==> src/rtl/sparse_pkg.sv <==
// Shared types and sizes for the 2:4 structured-sparse matrix-vector engine.
// Latency: n/a (types and constants only).
// Backpressure: n/a.
package sparse_pkg;

  localparam int NUM_ROWS = 4;
  localparam int VEC_LEN  = 4;
  localparam int DATA_W   = 8;
  localparam int IDX_W    = $clog2(VEC_LEN);
  localparam int PSUM_W   = 20;
  // One 8x8 signed product, and the exact sum of two of them.
  localparam int PROD_W   = 2 * DATA_W;
  localparam int SUM_W    = PROD_W + 1;

  // One compressed weight row: two non-zero weights plus their column positions.
  typedef struct packed {
    logic signed [DATA_W-1:0] val_0;
    logic signed [DATA_W-1:0] val_1;
    logic        [IDX_W-1:0]  idx_0;
    logic        [IDX_W-1:0]  idx_1;
  } sparse_packet_t;

  typedef logic signed [DATA_W-1:0] act_t;
  typedef act_t activation_vec_t [VEC_LEN];

endpackage

==> src/rtl/sparse_row_mac.sv <==
// One row of the sparse engine: picks the two activations named by the row's
// indices, registers both products, and adds them (sum_o comes straight off the
// product registers). Latency: 1 enabled cycle to sum_o. Backpressure: none; en stalls.
// Ports: aclk/aresetn clock and async active-low reset; en advance enable;
//        pkt_i compressed weight row; act_i dense activations; sum_o exact 17-bit sum.
module sparse_row_mac
  import sparse_pkg::*;
(
  input  logic                    aclk,
  input  logic                    aresetn,
  input  logic                    en,
  input  sparse_packet_t          pkt_i,
  input  activation_vec_t         act_i,
  output logic signed [SUM_W-1:0] sum_o
);

  logic signed [PROD_W-1:0] prod0_d, prod1_d;
  logic signed [PROD_W-1:0] prod0_q, prod1_q;

  always_comb begin
    prod0_d = PROD_W'(pkt_i.val_0) * PROD_W'(act_i[pkt_i.idx_0]);
    prod1_d = PROD_W'(pkt_i.val_1) * PROD_W'(act_i[pkt_i.idx_1]);
  end

  always_ff @(posedge aclk or negedge aresetn) begin
    if (!aresetn) begin
      prod0_q <= '0;
      prod1_q <= '0;
    end else if (en) begin
      prod0_q <= prod0_d;
      prod1_q <= prod1_d;
    end
  end

  // One extra bit keeps the worst case (-128*-128)*2 = 32768 exact.
  assign sum_o = SUM_W'(prod0_q) + SUM_W'(prod1_q);

endmodule

==> src/rtl/sparse_core_unit.sv <==
// 2:4 structured-sparse matrix-vector multiply: NUM_ROWS rows of two int8 weights
// against a dense int8 vector, one signed PSUM_W partial sum per row.
// Latency: 2 enabled cycles. Backpressure: none; en=0 freezes every stage.
// Ports: aclk/aresetn clock and async active-low reset; en pipeline advance;
//        w_rows compressed weight rows; act_vec dense activations; psum_out row results.
// Build option: SPARSE_CORE_ACCUM_EN makes the output stage accumulate (wrapping)
// instead of overwrite, restarting from the current sum on each en rising edge.
module sparse_core_unit
  import sparse_pkg::*;
(
  input  logic                     aclk,
  input  logic                     aresetn,
  input  logic                     en,
  input  sparse_packet_t           w_rows  [NUM_ROWS],
  input  activation_vec_t          act_vec,
  output logic signed [PSUM_W-1:0] psum_out [NUM_ROWS]
);

  logic signed [SUM_W-1:0]  sum_w  [NUM_ROWS];
  logic signed [PSUM_W-1:0] psum_d [NUM_ROWS];
  logic signed [PSUM_W-1:0] psum_q [NUM_ROWS];

  for (genvar r = 0; r < NUM_ROWS; r++) begin : g_row
    sparse_row_mac u_mac (
      .aclk    (aclk),
      .aresetn (aresetn),
      .en      (en),
      .pkt_i   (w_rows[r]),
      .act_i   (act_vec),
      .sum_o   (sum_w[r])
    );
  end

`ifdef SPARSE_CORE_ACCUM_EN
  // Tracks en on every edge (not gated) so the first enabled edge after a
  // low period can be recognised and the accumulator restarted.
  logic en_prev_q;

  always_ff @(posedge aclk or negedge aresetn) begin
    if (!aresetn) en_prev_q <= 1'b0;
    else          en_prev_q <= en;
  end

  always_comb begin
    for (int r = 0; r < NUM_ROWS; r++) begin
      psum_d[r] = en_prev_q ? psum_q[r] + PSUM_W'(sum_w[r]) : PSUM_W'(sum_w[r]);
    end
  end
`else
  always_comb begin
    for (int r = 0; r < NUM_ROWS; r++) begin
      psum_d[r] = PSUM_W'(sum_w[r]);
    end
  end
`endif

  always_ff @(posedge aclk or negedge aresetn) begin
    if (!aresetn) begin
      for (int r = 0; r < NUM_ROWS; r++) psum_q[r] <= '0;
    end else if (en) begin
      for (int r = 0; r < NUM_ROWS; r++) psum_q[r] <= psum_d[r];
    end
  end

  assign psum_out = psum_q;

endmodule

==> config.mk <==
export PLATFORM = sky130hd
export DESIGN_NAME = sparse_core_unit
export DESIGN_NICKNAME = d
export VERILOG_FILES = /design/src/rtl/sparse_pkg.sv /design/src/rtl/sparse_row_mac.sv /design/src/rtl/sparse_core_unit.sv
export SDC_FILE = /design/constraint.sdc
export NUM_CORES = 2
export LEC_CHECK = 0
export CAP_MARGIN = 5
export CELL_PAD_IN_SITES_DETAIL_PLACEMENT = 1
export CELL_PAD_IN_SITES_GLOBAL_PLACEMENT = 1
export CORE_ASPECT_RATIO = 1.5
export CORE_UTILIZATION = 31
export CTS_BUF_LIST = sky130_fd_sc_hd__clkbuf_4 sky130_fd_sc_hd__clkbuf_8 sky130_fd_sc_hd__clkbuf_16
export DETAILED_ROUTE_END_ITERATION = 16
export GPL_TIMING_DRIVEN = 0
export PLACE_DENSITY = 0.68
export RECOVER_POWER = 25
export SYNTH_ARGS = -nofsm -noshare
export SYNTH_HDL_FRONTEND = slang
export SYNTH_SLANG_ARGS = --single-unit
export TNS_END_PERCENT = 50
==> constraint.sdc <==
create_clock -name aclk -period 2.6 [get_ports aclk]
set_clock_uncertainty 0.05 [all_clocks]
set_input_delay 0.52 -clock aclk [delete_from_list [all_inputs] [get_ports aclk]]
set_output_delay 0.52 -clock aclk [all_outputs]
set_load 0.01 [all_outputs]
==> results.ini <==
[placement]
placement.cell_area_sq_mm=0.0363
dp.cells=4840
half_perimeter_wire_length_after_placement_mm=90.3
finalWeightedCongestion=0.901
dp_worst_setup_slack_ns=-3.73
placement.io_buffers=177

[sta]
timing.final.max_slew_violations=88
hold_slack_ns=0.438
layout_setup_ws_ns=-2.28
timing.final.hold_violations=0
final.period_utilization_pct=188
final_period_minus_worst_setup_slack_ns=4.88
setup_viol=151
tightestPinTransition_ns=2.25
relSlewSlack_pct=-50.1
max_freq_mhz=205
rsz0062_at_grt=yes

[final_layout]
fillers=11466
design.final.nets=4616
final_cell_area_sq_mm=0.0412
layout.cells.non_filler=5094
seqCellArea_sq_mm=0.00490
layout-area-overhead-vs-synth_pct=28.7
drive_gt1_share_pct=25.9
multi_input_comb_area_sq_mm=0.0270

[pwr]
p_sw_share_pct=49.0
worst_ir_drop_vdd_uv=756
p_seq_share_pct=10.3
report.power.total_mw=59.7
clk_network_pwr_share_pct=4.6
int_pwr_mw=30.5
power.share.combinational_pct=85.1
power.density_mw_per_mm2=1450
leakagePower_nw=18.8
p_switching_mw=29.2

[die]
dieHeight_um=396
floorplan.die_area_sq_mm=0.105
io_pins=195
design.core.area_sq_mm=0.103
start_util_pct=31.3
chipWidth_um=265
fp-row-count=144

[synth]
syn_area_sq_mm=0.0320
synth_largest_area_cell=sky130_fd_sc_hd__fa_1
ys_seq_area_share_pct=15.3
post-synth-top-area-fraction_pct=27.7
ys.flop_type=sky130_fd_sc_hd__dfrtp_1
ys_async_sr_fraction_pct=100
most_numerous_cell_in_the_yosys_netlist=sky130_fd_sc_hd__inv_1
syn_nets=4202
synth_common_cells=sky130_fd_sc_hd__inv_1 (677), sky130_fd_sc_hd__fa_1 (444), sky130_fd_sc_hd__and2_1 (323), sky130_fd_sc_hd__ha_1 (296)
yosys.cell_types.count=76
ys.warnings.count=0
syn-mean-instance-area_sq_um=9.57
synth_enable_flop_cells=0
ys_seq_elements=196
synthCells=3347
synthTopCellsByArea=sky130_fd_sc_hd__fa_1 (28%), sky130_fd_sc_hd__dfrtp_1 (15%), sky130_fd_sc_hd__ha_1 (12%)

[route]
ant_nets=0
route.detailed.wl_per_inst_um=23.6
detail_route.iter0.violations=1657
vias=27002
detail_route.vias_per_cell=5.30
drc=0
detailedRoute.firstPassIterationCount=6
detail_route.wirelength_mm=120

[critical_path]
crit_path_max_fo=8
worst_ep_arrival_time_ns=5.23
critical_path.slowest_cell=sky130_fd_sc_hd__mux4_2
setup.worst_path.start_class=primary input
critPathTopFamily=adder cells
criticalPathCategory=primary input to flop
cp.required_ns=2.96
worstPathBufferInverterCount=5
slowest_delay_ns=0.64
cpMostUsedCell=sky130_fd_sc_hd__fa_1
timing.critical_path.to_type=flop
timing.critical_path.cells=buf_8 > mux4_2 > and2_4 > fa_1 > inv_2 > fa_1 > inv_2 > fa_1 > inv_1 > fa_1 > inv_2 > ha_4 > o21a_1 > o31a_1 > o31a_1 > o21a_1 > o21a_1 > o31ai_2

[global_route]
grt_pass1_wl_mm=179
grt_antenna_before_repair=20
maximum_number_of_pins_on_one_net_before_global_route_repair=110
grt.overflow.total=0
first_global_vias=30021
globalRouteTotalUtil_pct=22.8

[clock_network]
cts.clk_slew.worst_paths_ns=0.08
clk_latency_ns=0.51
cts_root_buffer=sky130_fd_sc_hd__clkbuf_16
cts_max_level=4
ctsHoldBuffers=0
cts_tree=done
tritoncts.num_buffers=17
cts_buffer_depth=2
clock_sink_count=196

[run_status]
failed_checks=capacitance limit, slew limit, setup timing
outcome=complete, but fails checks

[hold_path]
holdCritPathClass=flop to flop

[flow_run]
maxCapViolCount=1

## power by group through the flow
stage / Sequential (mW) / Combinational, mW / Clock [mW]
6_report: 6.13 / 50.8 / 2.76
4_1_cts: 6.13 / 46.2 / 2.79
2_1_floorplan: 5.60 / 29.2 / 0
5_1_grt: 6.23 / 55.4 / 2.89
3_5_place_dp: 6.16 / 39.8 / 0
3_3_place_gp: 6.15 / 38.6 / 0
## cells in the final DEF (no fill, tap or decap), types with 84 or more instances in the layout
master | Yosys | layout
sky130_fd_sc_hd__inv_1 | 677 | 591
sky130_fd_sc_hd__fa_1 | 444 | 407
sky130_fd_sc_hd__and2_1 | 323 | 245
sky130_fd_sc_hd__ha_1 | 296 | 198
sky130_fd_sc_hd__dfrtp_1 | 196 | 196
sky130_fd_sc_hd__nand2_1 | 196 | 172
sky130_fd_sc_hd__buf_4 | 12 | 141
sky130_fd_sc_hd__clkdlybuf4s50_1 | 0 | 120
sky130_fd_sc_hd__nor2_1 | 105 | 102
sky130_fd_sc_hd__buf_6 | 0 | 99
sky130_fd_sc_hd__inv_2 | 0 | 84
sky130_fd_sc_hd__ha_4 | 0 | 84
## through the flow
step | TNS [ns] | util (%)
after detailed placement | -409.91 | 35.4
after global placement | -1974.71 | 35.3
after floorplan | -178.97 | -
after global routing | -181.64 | 40.2
final | -173.70 | 40.2
after CTS | -172.22 | 38.9
## state kept, by name (all words and copies together) (netlist names)
| name | cells |
|---|---|
| g_row.u_mac.prod0_q | 64 |
| g_row.u_mac.prod1_q | 64 |
| psum_out | 68 |
## final cells by class
| cell class | instances | area share (%) |
|---|---|---|
| Antenna cell | 6 | 0.0364 |
| Buffer | 81 | 1.37 |
| Clock buffer | 20 | 1.12 |
| Clock inverter | 12 | 0.276 |
| Inverter | 677 | 6.18 |
| Multi-Input combinational cell | 2393 | 65.4 |
| Sequential cell | 196 | 11.9 |
| Tap cell | 1314 | 3.99 |
| Timing Repair Buffer | 395 | 9.76 |
## path summary, 6_finish.rpt
check | from | endpoint | slack (ns) | depth (start not counted)
worst max register to register | g_row[0].u_mac.prod0_q[0]$_DFFE_PN0P_ | psum_out[74]$_DFFE_PN0P_ | 0 | 9
max in group asynchronous | aresetn | psum_out[26]$_DFFE_PN0P_ | 0.35 | 2
worst max-delay path | act_vec[8] | g_row[2].u_mac.prod0_q[12]$_DFFE_PN0P_ | -2.28 | 18
worst min-delay path | psum_out[64]$_DFFE_PN0P_ | psum_out[64]$_DFFE_PN0P_ | 0.44 | 1
min in group asynchronous | aresetn | psum_out[64]$_DFFE_PN0P_ | 0.62 | 1
worst min register to register | psum_out[64]$_DFFE_PN0P_ | psum_out[64]$_DFFE_PN0P_ | 0.44 | 1
## metal layers
layer / track usage [%] / vias to the layer above / part of all wire (%)
met1: 25.2 / 13998 / 36
met3: 4.71 / 320 / 6.6
met5: 0.885 / - / 0.087
li1: - / 11801 / -
met4: 10.4 / 8 / 5.5
met2: 41.4 / 875 / 52
## what timing repair did
item,4_1_cts,5_1_grt
gates cloned,4,0
setup buffers,156,67
endpoints found under the hold margin,0,0
gates resized for setup,641,231
endpoints found under the setup margin,194,159
pin swaps,156,172
## kinds of logic (layout without fill, tap and decap cells)
kind of cell             count (synthesis)  count (layout)  synth area share [%]
flip-flops                             196             196                  15.3
buffers and inverters                  758            1185                  9.06
AO/OA/AOI/OAI                          540             540                  11.9
XOR/XNOR                               104             104                  2.84
other                                    0               6                     0
AND/OR/NAND/NOR                        865             865                  14.6
multiplexers                           144             144                  6.98
adder cells (fa/ha/maj)                740             740                  39.3
Note: power is estimated with default switching activity, not from simulation.
